File: src/rtl/dec_output_ctrl_pipe.sv
// Registered decoder output stage: single-error correction, error classification,
// valid/ready output register and saturating corrected/uncorrectable counters.
module dec_output_ctrl_pipe #(
    parameter  int CW_WIDTH  = 32,
    parameter  int CNT_WIDTH = 16,
    localparam int COL_W     = $clog2(CW_WIDTH)
) (
    input  logic                 clk,
    input  logic                 rst,
    input  logic                 in_valid,
    output logic                 in_ready,
    input  logic [CW_WIDTH-1:0]  codeword,
    input  logic                 areThereErrors,
    input  logic                 isThereOneError,
    input  logic [COL_W-1:0]     whichColIsError,
    input  logic                 correct_en,
    input  logic                 clr_stats,
    output logic                 out_valid,
    input  logic                 out_ready,
    output logic [CW_WIDTH-1:0]  data_out,
    output logic [1:0]           num_of_errors,
    output logic [CNT_WIDTH-1:0] corr_cnt,
    output logic [CNT_WIDTH-1:0] uncorr_cnt
);

    localparam logic [31:0]    CW_LIMIT = 32'(CW_WIDTH);
    localparam logic [1:0]     CLS_NONE = 2'b00;
    localparam logic [1:0]     CLS_ONE  = 2'b01;
    localparam logic [1:0]     CLS_MULT = 2'b10;

    logic                 valid_q,  valid_d;
    logic [CW_WIDTH-1:0]  data_q,   data_d;
    logic [1:0]           class_q,  class_d;
    logic [CNT_WIDTH-1:0] corr_q,   corr_d;
    logic [CNT_WIDTH-1:0] uncorr_q, uncorr_d;

    logic                 accept;
    logic                 xfer;
    logic                 col_in_range;
    logic                 single_ok;
    logic [1:0]           class_in;
    logic [CW_WIDTH-1:0]  flip_mask;

    assign in_ready      = !valid_q || out_ready;
    assign accept        = in_valid && in_ready;
    assign xfer          = valid_q && out_ready;

    assign out_valid     = valid_q;
    assign data_out      = data_q;
    assign num_of_errors = class_q;
    assign corr_cnt      = corr_q;
    assign uncorr_cnt    = uncorr_q;

    // Columns beyond the data width can occur for non-power-of-two widths; treat as uncorrectable.
    assign col_in_range  = {{(32-COL_W){1'b0}}, whichColIsError} < CW_LIMIT;
    assign single_ok     = isThereOneError && col_in_range;

    always_comb begin
        class_in = CLS_NONE;
        if (single_ok) begin
            class_in = CLS_ONE;
        end else if (isThereOneError || areThereErrors) begin
            class_in = CLS_MULT;
        end
    end

    // Mask is forced to zero unless a valid single error is corrected, so an
    // undriven column index cannot leak into the data path.
    always_comb begin
        flip_mask = '0;
        if (single_ok && correct_en) begin
            flip_mask = {{(CW_WIDTH-1){1'b0}}, 1'b1} << whichColIsError;
        end
    end

    always_comb begin
        valid_d  = valid_q;
        data_d   = data_q;
        class_d  = class_q;
        corr_d   = corr_q;
        uncorr_d = uncorr_q;

        if (accept) begin
            valid_d = 1'b1;
            data_d  = codeword ^ flip_mask;
            class_d = class_in;
        end else if (xfer) begin
            valid_d = 1'b0;
        end

        if (clr_stats) begin
            corr_d   = '0;
            uncorr_d = '0;
        end else if (accept) begin
            if (class_in == CLS_ONE && corr_q != {CNT_WIDTH{1'b1}}) begin
                corr_d = corr_q + 1'b1;
            end
            if (class_in == CLS_MULT && uncorr_q != {CNT_WIDTH{1'b1}}) begin
                uncorr_d = uncorr_q + 1'b1;
            end
        end
    end

    always_ff @(posedge clk or posedge rst) begin
        if (rst) begin
            valid_q  <= 1'b0;
            data_q   <= '0;
            class_q  <= CLS_NONE;
            corr_q   <= '0;
            uncorr_q <= '0;
        end else begin
            valid_q  <= valid_d;
            data_q   <= data_d;
            class_q  <= class_d;
            corr_q   <= corr_d;
            uncorr_q <= uncorr_d;
        end
    end

endmodule

File: config.mk
export PLATFORM = sky130hd
export DESIGN_NAME = dec_output_ctrl_pipe
export DESIGN_NICKNAME = d
export VERILOG_FILES = /design/src/rtl/dec_output_ctrl_pipe.sv
export SDC_FILE = /design/constraint.sdc
export NUM_CORES = 1
export LEC_CHECK = 0
export CAP_MARGIN = 10
export CORE_MARGIN = 2
export CORE_UTILIZATION = 30
export DETAILED_ROUTE_END_ITERATION = 7
export GPL_TIMING_DRIVEN = 1
export SYNTH_ARGS = -nofsm -noshare
export SYNTH_HDL_FRONTEND = slang
export SYNTH_SLANG_ARGS = --single-unit
File: constraint.sdc
create_clock -name clk -period 6 [get_ports clk]
set_input_delay 1.8 -clock clk [delete_from_list [all_inputs] [get_ports clk]]
set_output_delay 1.8 -clock clk [all_outputs]
set_load 0.02 [all_outputs]
==> summary.txt, run 1 <==
Outcome
  – Outcome: finished clean

Timing
  – Clk_skew: 0.00732 ns
  – Fmax: 0.200 GHz
  – Period minus WS final: 5.00 ns
  – RSZ-0062 raised after global routing: no
  – Period utilization: 0.833
  – Worst slew margin: 0.246
  – Worst hold slack: 0.530 ns
  – Total negative slack: 0 ns
  – Final hold violations: 0
  – Setup-failing EPs final: 0
  – Pins over their slew limit: 0
  – Slew @ Worst Pin: 1.13 ns

Final layout
  – Final #Nets: 545
  – Share of layout cells above drive strength 1: 0.0737
  – Area Overhead vs Synth: 40.4%
  – Area of the multi-input gates: 1890 um^2
  – FF+latch area: 1680 um^2
  – # diodes: 0
  – Fin area: 5180 um^2
  – Fillers: 1217

Power and ir drop
  – Pwr dens: 234 nW/um^2
  – Static Leakage: 1.90 nW
  – Power, Total: 1.21 mW
  – Max IR drop VDD: 0.000107 V

Floorplanning
  – # IOs: 113
  – # rows: 40
  – Die Wd: 115 um
  – Initial Utilization: 0.307
  – Die area: 13200 um^2
  – Core area: 12000 um^2
  – Chip height: 115 um

Synthesis
  – Cells after synthesis: 393
  – Synth top area share: 0.454
  – Register bit total from synthesis: 67
  – Mapped Area: 3690 um^2
  – Netlist cell types: 43
  – Yosys top cell by area: dfrtp_1
  – Sequential area share after synthesis: 0.454
  – Mapped Nets: 440
  – Warnings from Yosys: 0
  – Most area-consuming cells after synthesis: dfrtp_1 (45%), a21oi_1 (7.6%), xnor2_1 (7.6%)
  – Mean Syn Cell Area: 9.40 um^2

Worst setup path
  – Peak fanout along the critical path: 10
  – Worst EP required: 4.20 ns
  – Crit path arrival time: 3.20 ns
  – CP startpoint kind: input pin
  – Crit. End Element: output port
  – CP Class: input pin to output port

Place
  – Placed Area: 4920 um^2
  – GPL Wtd Cong: 0.815
  – PortBufs: 112
  – Post-DP HPWL: 7210 um

Job
  – Max Cap Viol: 0

Route
  – Total wire length: 10300 um
  – WL per Instance: 15.8 um
  – DR pass1 iterations: 4
  – Post-route DRC: 0
  – Via-to-Cell Ratio: 5.19
  – Vias: 3367
  – DRC marker count from the first detailed-route iteration: 176
  – Antenna-violating nets left: 0

Clock network
  – CTS max path bufs: 2
  – CTS Hold Bufs: 0
  – CTS buffer count: 9
  – H-tree depth: 3
  – Clock Pin Slew Worst Setup and Hold Paths: 0.05 ns
  – CTS Sinks: 67
  – Post-CTS Setup Bufs: 0
  – CTS tree: built
  – Root buf cell: clkbuf_16
  – Post-cts repair resize count: 0
  – Skew-Pair Late Insertion Delay: 0.34 ns

GRT
  – Antenna violations before repair: 0
  – Vias in the first global route: 3356
  – Grt total ovfl: 0
  – First-pass GRT wire length: 16800 um
  – Largest net degree at the start of global routing: 67
  – Total Routing Usage GR: 0.162

Worst hold path
  – Hold Crit Class: flop to flop
==> critical path, cell delays in order <==
cell and delay (ns):
clkdlybuf4s50_1 0.45, nand2b_1 0.12, buf_4 0.19, clkdlybuf4s50_1 0.64
==> cell families after synthesis <==
kind of cell | Yosys count | share of synthesized area
mux | 7 | 0.0213
fa+ha+maj | 2 | 0.00677
simple gates | 172 | 0.278
buf+inv | 28 | 0.0339
xor+xnor | 32 | 0.0759
compound gates | 85 | 0.130
flops | 67 | 0.454
==> state kept, by name, indices dropped and copies added, names as in the netlist <==
register,flops
corr_cnt,16
data_out,32
num_of_errors,2
out_valid,1
uncorr_cnt,16
==> per-stage QoR <==
step | worst slack (ns) | cells | utilization
floorplan | 2.10 | 393 | -
global placement | 0.979 | 634 | 0.410
detailed placement | 0.979 | 634 | 0.410
CTS | 0.979 | 649 | 0.432
global route | 0.950 | 649 | 0.432
finish | 1.00 | 649 | 0.432
==> where the power goes <==
group / internal [mW] / leakage [nW] / total, mW / switching, mW
Sequential: 0.484 / 0.836 / 0.503 / 0.0190
Combinational: 0.108 / 0.935 / 0.228 / 0.120
Clock: 0.286 / 0.132 / 0.480 / 0.194
Total: 0.879 / 1.90 / 1.21 / 0.333
==> metal layers <==
metal  wire (um)  vias to the layer above  GRT usage
met3         763                       14     0.0538
met5           0                        -          0
met4         204                        0     0.0771
met2        4710                      105      0.256
li1            -                     1647          -
met1        4580                     1601      0.200
==> cells in the mapped netlist, drive strengths merged <==
master and n:
nand3b 2, inv 7, and4 4, a21oi 56, o21bai 1, nand4 11, or2 2, dfrtp 67
or3 5, mux2 7, or4 19, and2b 1, o21ai 8, or3b 1, nor3 34, clkbuf 13
buf 8, and3 4, nor2b 7, xnor2 32, ha 2, nand3 18, and2 3, nand2 10
nor2 39, nand2b 5, nor4 7, o31ai 17, o41ai 2, o311ai 1
==> cell type report <==
type	count	area share
Tap cell	147	0.0355
Inverter	7	0.00507
Clock buffer	12	0.0475
Sequential cell	67	0.323
Timing Repair Buffer	115	0.221
Clock inverter	3	0.00290
Multi-Input combinational cell	298	0.365
==> path summary, 6_finish.rpt <==
path,from,endpoint,slack [ns],cells after the start
worst max-delay path,out_ready,in_ready,1.00,4
worst min-delay path,data_out[16],data_out[16],0.53,2
worst max register to register,corr_cnt[0],corr_cnt[15],3.91,5
worst min register to register,data_out[16],data_out[16],0.53,2
max in group asynchronous,rst,data_out[17],3.17,3
min in group asynchronous,rst,out_valid,1.92,2
==> cell usage in the layout, fill, tap and decap left out, types with 16 or more instances in the layout <==
| cell type | n |
|---|---|
| clkdlybuf4s50_1 | 112 |
| nand3_1 | 16 |
| xnor2_1 | 32 |
| o31ai_1 | 17 |
| nor3_1 | 33 |
| a21oi_1 | 56 |
| or4_1 | 18 |
| nor2_1 | 39 |
| dfrtp_1 | 67 |
(Power assumes the default switching activity.)
==> run 2, diff against run 1 <==
==> constraint.sdc (replaced) <==
create_clock -name clk -period 4.4 [get_ports clk]
set_input_delay 1.32 -clock clk [delete_from_list [all_inputs] [get_ports clk]]
set_output_delay 1.32 -clock clk [all_outputs]
set_load 0.02 [all_outputs]
==> summary.txt, run 2 (synthesis results as in run 1) <==
Place
  – Setup WS pre-CTS: 0.442 ns
  – GPL Wtd Cong: 0.793
  – Post-DP HPWL: 7370 um
  – PortBufs: 112

Worst hold path
  – Hold Crit Class: flop to flop

Worst setup path
  – Peak fanout along the critical path: 2
  – Crit. End Element: output port
  – CP Class: input pin to output port
  – CP startpoint kind: input pin
  – Crit-path slowest cell: clkdlybuf4s50_1
  – Flop2flop setup slack: 2.28 ns
  – Worst path cell trace: clkdlybuf4s50_1 -> nand2b_1 -> clkdlybuf4s50_1
  – Worst path max stage delay: 0.64 ns
  – CP dominant cell by count: clkdlybuf4s50_1
  – Crit path arrival time: 2.61 ns
  – Worst EP required: 3.08 ns

Floorplanning
  – Core area: 12000 um^2
  – Chip height: 115 um
  – # IOs: 113
  – Die area: 13200 um^2
  – Die Wd: 115 um
  – # rows: 40
  – Initial Utilization: 0.307

Clock network
  – CTS max path bufs: 2
  – Post-CTS Setup Bufs: 0
  – Skew-Pair Late Insertion Delay: 0.33 ns
  – CTS buffer count: 9
  – Clock Pin Slew Worst Setup and Hold Paths: 0.05 ns
  – H-tree depth: 3
  – Post-cts repair resize count: 0
  – Root buf cell: clkbuf_16
  – CTS Hold Bufs: 0
  – CTS tree: built
  – CTS Sinks: 67

Power and ir drop
  – Static Leakage: 1.94 nW
  – Pwr dens: 330 nW/um^2
  – Max IR drop VDD: 0.000173 V

Timing
  – Worst slew margin: 0.385
  – Pins over their slew limit: 0
  – Final hold violations: 0
  – Period minus WS final: 3.93 ns
  – Worst Slack Setup Final: 0.466 ns
  – Fmax: 0.254 GHz
  – RSZ-0062 raised after global routing: no
  – Clk_skew: 0.00521 ns
  – Total negative slack: 0 ns
  – Period utilization: 0.894
  – Setup-failing EPs final: 0
  – Slew @ Worst Pin: 0.919 ns

Job
  – Max Cap Viol: 0

Route
  – Antenna-violating nets left: 0
  – DRC marker count from the first detailed-route iteration: 112
  – Vias: 3397
  – DR pass1 iterations: 4
  – Post-route DRC: 0
  – Total wire length: 10400 um
  – WL per Instance: 15.9 um
  – Via-to-Cell Ratio: 5.21

GRT
  – Vias in the first global route: 3237
  – Antenna violations before repair: 0
  – Total Routing Usage GR: 0.161
  – Largest net degree at the start of global routing: 42
  – First-pass GRT wire length: 16700 um
  – Grt total ovfl: 0

Final layout
  – Area Overhead vs Synth: 42.2%
  – Number of flip-flops in the largest register: 32
  – Final #Nets: 548
  – FF+latch area: 1680 um^2
  – Most common cell after layout, fill and taps aside: clkdlybuf4s50_1
  – Most frequent cells in the layout: clkdlybuf4s50_1 (112), dfrtp_1 (67), a21oi_1 (56)
  – # diodes: 0
  – Fillers: 1191
  – Share of layout cells above drive strength 1: 0.0792
  – Area of the multi-input gates: 1890 um^2

Outcome
  – Outcome: finished clean
==> run 2: changes by cell type in the layout (fill, tap and decap cells not counted) <==
cell / change
buf_4: +2
clkinv_2: -2
buf_12: +1
bufinv_16: +1
clkbuf_8: +1
==> run 2: metrics by stage <==
stage | hold WS [ns] | utilization | instances | power, mW | area (um^2)
finish | 0.524 | 0.437 | 652 | 1.73 | 5250
global route | 0.555 | 0.437 | 652 | 1.81 | 5250
CTS | 0.529 | 0.437 | 652 | 1.75 | 5250
detailed placement | 0.519 | 0.413 | 637 | 1.01 | 4960
global placement | 0.509 | 0.413 | 637 | 1.01 | 4960
floorplan | 0.621 | - | 393 | 0.845 | 3690
==> run 2: layout make-up <==
cell class                      instances  share of cell area
Multi-Input combinational cell        298               0.360
Sequential cell                        67               0.319
Timing Repair Buffer                  118               0.224
Clock buffer                           13              0.0495
Tap cell                              147              0.0350
Clock inverter                          2             0.00667
Inverter                                7             0.00500
==> run 2: power breakdown <==
| group | switching, mW | internal, mW |
|---|---|---|
| sequential | 0.0258 | 0.660 |
| clock | 0.268 | 0.466 |
| combinational | 0.165 | 0.150 |
| total | 0.458 | 1.28 |
==> run 2: metal layers <==
layer,up-vias,wire length [um],global-route usage
li1,1658,-,-
met1,1604,4600,0.201
met2,120,4720,0.258
met3,15,863,0.0532
met4,0,189,0.0635
met5,-,0,0
==> run 2: worst max-delay path: cells and delay by family <==
kind / cells / cell delay [ns]
buf+inv: 2 / 1.09
simple gates: 1 / 0.20
==> run 2: path summary, 6_finish.rpt <==
kind                                    from        endpoint  depth (start not counted)
worst min-delay path            data_out[10]    data_out[10]                          2
min in group asynchronous                rst    data_out[25]                          2
worst min register to register  data_out[10]    data_out[10]                          2
worst max register to register   corr_cnt[1]    corr_cnt[15]                          5
worst max-delay path               out_ready        in_ready                          3
max in group asynchronous                rst  uncorr_cnt[15]                          3
==> run 3, diff against run 2 <==
--- a/config.mk
+++ b/config.mk
@@ -10,6 +10,7 @@
 export CORE_UTILIZATION = 30
 export DETAILED_ROUTE_END_ITERATION = 7
 export GPL_TIMING_DRIVEN = 1
+export SKIP_LAST_GASP = 1
 export SYNTH_ARGS = -nofsm -noshare
 export SYNTH_HDL_FRONTEND = slang
 export SYNTH_SLANG_ARGS = --single-unit
==> results of run 3 <==
Same layout as run 2: the final DEF is identical, and so are final timing and power.
==> RTL change, RTL diff (flow settings as in run 2) <==
Register the output `corr_cnt` once more, cleared by the reset; this adds one clock of latency there. The other outputs are not delayed to match.
--- a/src/rtl/dec_output_ctrl_pipe.sv
+++ b/src/rtl/dec_output_ctrl_pipe.sv
@@ -49,5 +49,11 @@
     assign data_out      = data_q;
     assign num_of_errors = class_q;
-    assign corr_cnt      = corr_q;
+    always_ff @(posedge clk or posedge rst) begin
+        if (rst) begin
+            corr_cnt <= '0;
+        end else begin
+            corr_cnt <= corr_q;
+        end
+    end
     assign uncorr_cnt    = uncorr_q;
 
Check against the original RTL: not equivalent (Yosys sat finds a counterexample within 4 cycles, from zero or initial values and one cycle with rst high).
==> RTL change against run 2 <==
First-iteration DRC count up 52%. Sequential cell count up 16. Global-route usage down 0.76 points. Final area up 9.5%. Wire length up 3.8%. Power up 15%. Setup slack better by 0.048 ns. Synthesized area up 12%. Via count up 3.9%. Largest cell class is now flip-flops and latches. Largest power group unchanged. Highest routed layer unchanged.
==> RTL change: results <==
{
  "outcome": "completed",
  "grt_pass1_wl_um": 17700,
  "postPlaceCellArea_um2": 5430,
  "place_hpwl_um": 7800,
  "grtUsageMet1": 0.185,
  "drtPass1Iterations": 4,
  "synth_async_sr_flop_share": 1.00,
  "synthTopCellsByArea": "dfrtp_1 50%, xnor2_1 6.8%, a21oi_1 5.8%, nor2_1 4.5%, mux2_2 4.1%",
  "io_buffers": 112,
  "synthTopCellsByCount": "83 x dfrtp_1, 49 x nor2_1, 48 x a21oi_1",
  "peakVddDrop_v": 0.000141,
  "largest_reg_flops": 32,
  "grt_max_degree": 33,
  "drive_above_1_share": 0.0935,
  "fin_skew_ns": 0.00615,
  "overflow": 0,
  "cts_inserted_buffers": 9,
  "route.met2.wl_um": 4900,
  "wl_met1_um": 4710,
  "track_usage": 0.153,
  "postSynthNetCount": 472,
  "clock_latency_ns": 0.34,
  "cts_setup_buffers": 0,
  "antenna_found_initial": 0,
  "cts_root_buf": "clkbuf_16",
  "grt.met2_usage": 0.246,
  "nets": 577,
  "pre_cts_ws_ns": 0.501,
  "routed_wl_um": 10800,
  "switchingPower_mw": 0.508,
  "crit_path_max_fanout": 2,
  "slowest_delay_ns": 0.63,
  "ctsResizeCount": 0,
  "yosys_warnings": 0,
  "ys_types": 41,
  "cts_max_level": 3,
  "p_leak_nw": 2.18,
  "dr.first_iter.drc_count": 170,
  "cts_buffer_depth": 2,
  "place_congestion": 0.841,
  "wl_met3_um": 975,
  "grt_pass1_vias": 3512,
  "cp_top_family": "buffers and inverters",
  "grtUsageMet3": 0.0583,
  "avgViaCountPerCell": 4.96,
  "worstPathArrival_ns": 2.57,
  "worstMarginPinSlew_ns": 1.06,
  "antenna_cells": 0,
  "ys_seq_area_frac": 0.503
}
==> RTL change: cell count changes after synthesis, sizes merged, moves of 3 or more <==
cell / change
a21oi: -8
clkbuf: +3
dfrtp: +16
mux2: +8
nand2: +7
nand3: -8
nor2: +10
nor2b: +9
o31ai: -8
or4: -10
==> RTL change: kinds of logic after synthesis <==
kind of cell               Yosys count  synth area share
adders and majority gates            2           0.00606
and+or+nand+nor                    185             0.244
AOI/OAI and AO/OA                   73             0.103
DFF                                 83             0.503
xor gates and xnor gates            32            0.0679
buffers and inverters               34            0.0327
muxes                               16            0.0433
==> RTL change: power by group through the flow <==
stage | combinational (mW) | clock (mW) | sequential (mW)
global placement | 0.321 | 0 | 0.848
floorplan | 0.101 | 0 | 0.900
finish | 0.320 | 0.838 | 0.836
detailed placement | 0.325 | 0 | 0.848
global route | 0.347 | 0.895 | 0.842
CTS | 0.325 | 0.864 | 0.836
==> RTL change: worst paths after layout <==
| path | cells past startpoint | from | slack (ns) | to |
|---|---|---|---|---|
| max in group asynchronous | 3 | rst | 2.36 | data_out[0] |
| max | 3 | out_ready | 0.51 | in_ready |
| min | 0 | corr_q[5] | 0.43 | corr_cnt[5] |
| min reg2reg | 0 | corr_q[5] | 0.43 | corr_cnt[5] |
| max reg2reg | 5 | uncorr_cnt[0] | 1.91 | uncorr_cnt[6] |
| min in group asynchronous | 2 | rst | 1.28 | corr_cnt[2] |
==> RTL change: through the flow <==
stage / utilization / std cells
global route: 0.431 / 711
detailed placement: 0.407 / 695
floorplan: - / 425
global placement: 0.407 / 695
CTS: 0.431 / 711
finish: 0.431 / 711
==> RTL change: area by class of cell <==
type,count,area (µm²)
clock buffers,12,256
clock inverters,4,72.6
fillers,1318,7590
repair buffers,120,1180
inverters,8,31.3
flip-flops and latches,83,2080
multi-input cells,308,1920
well taps,176,220
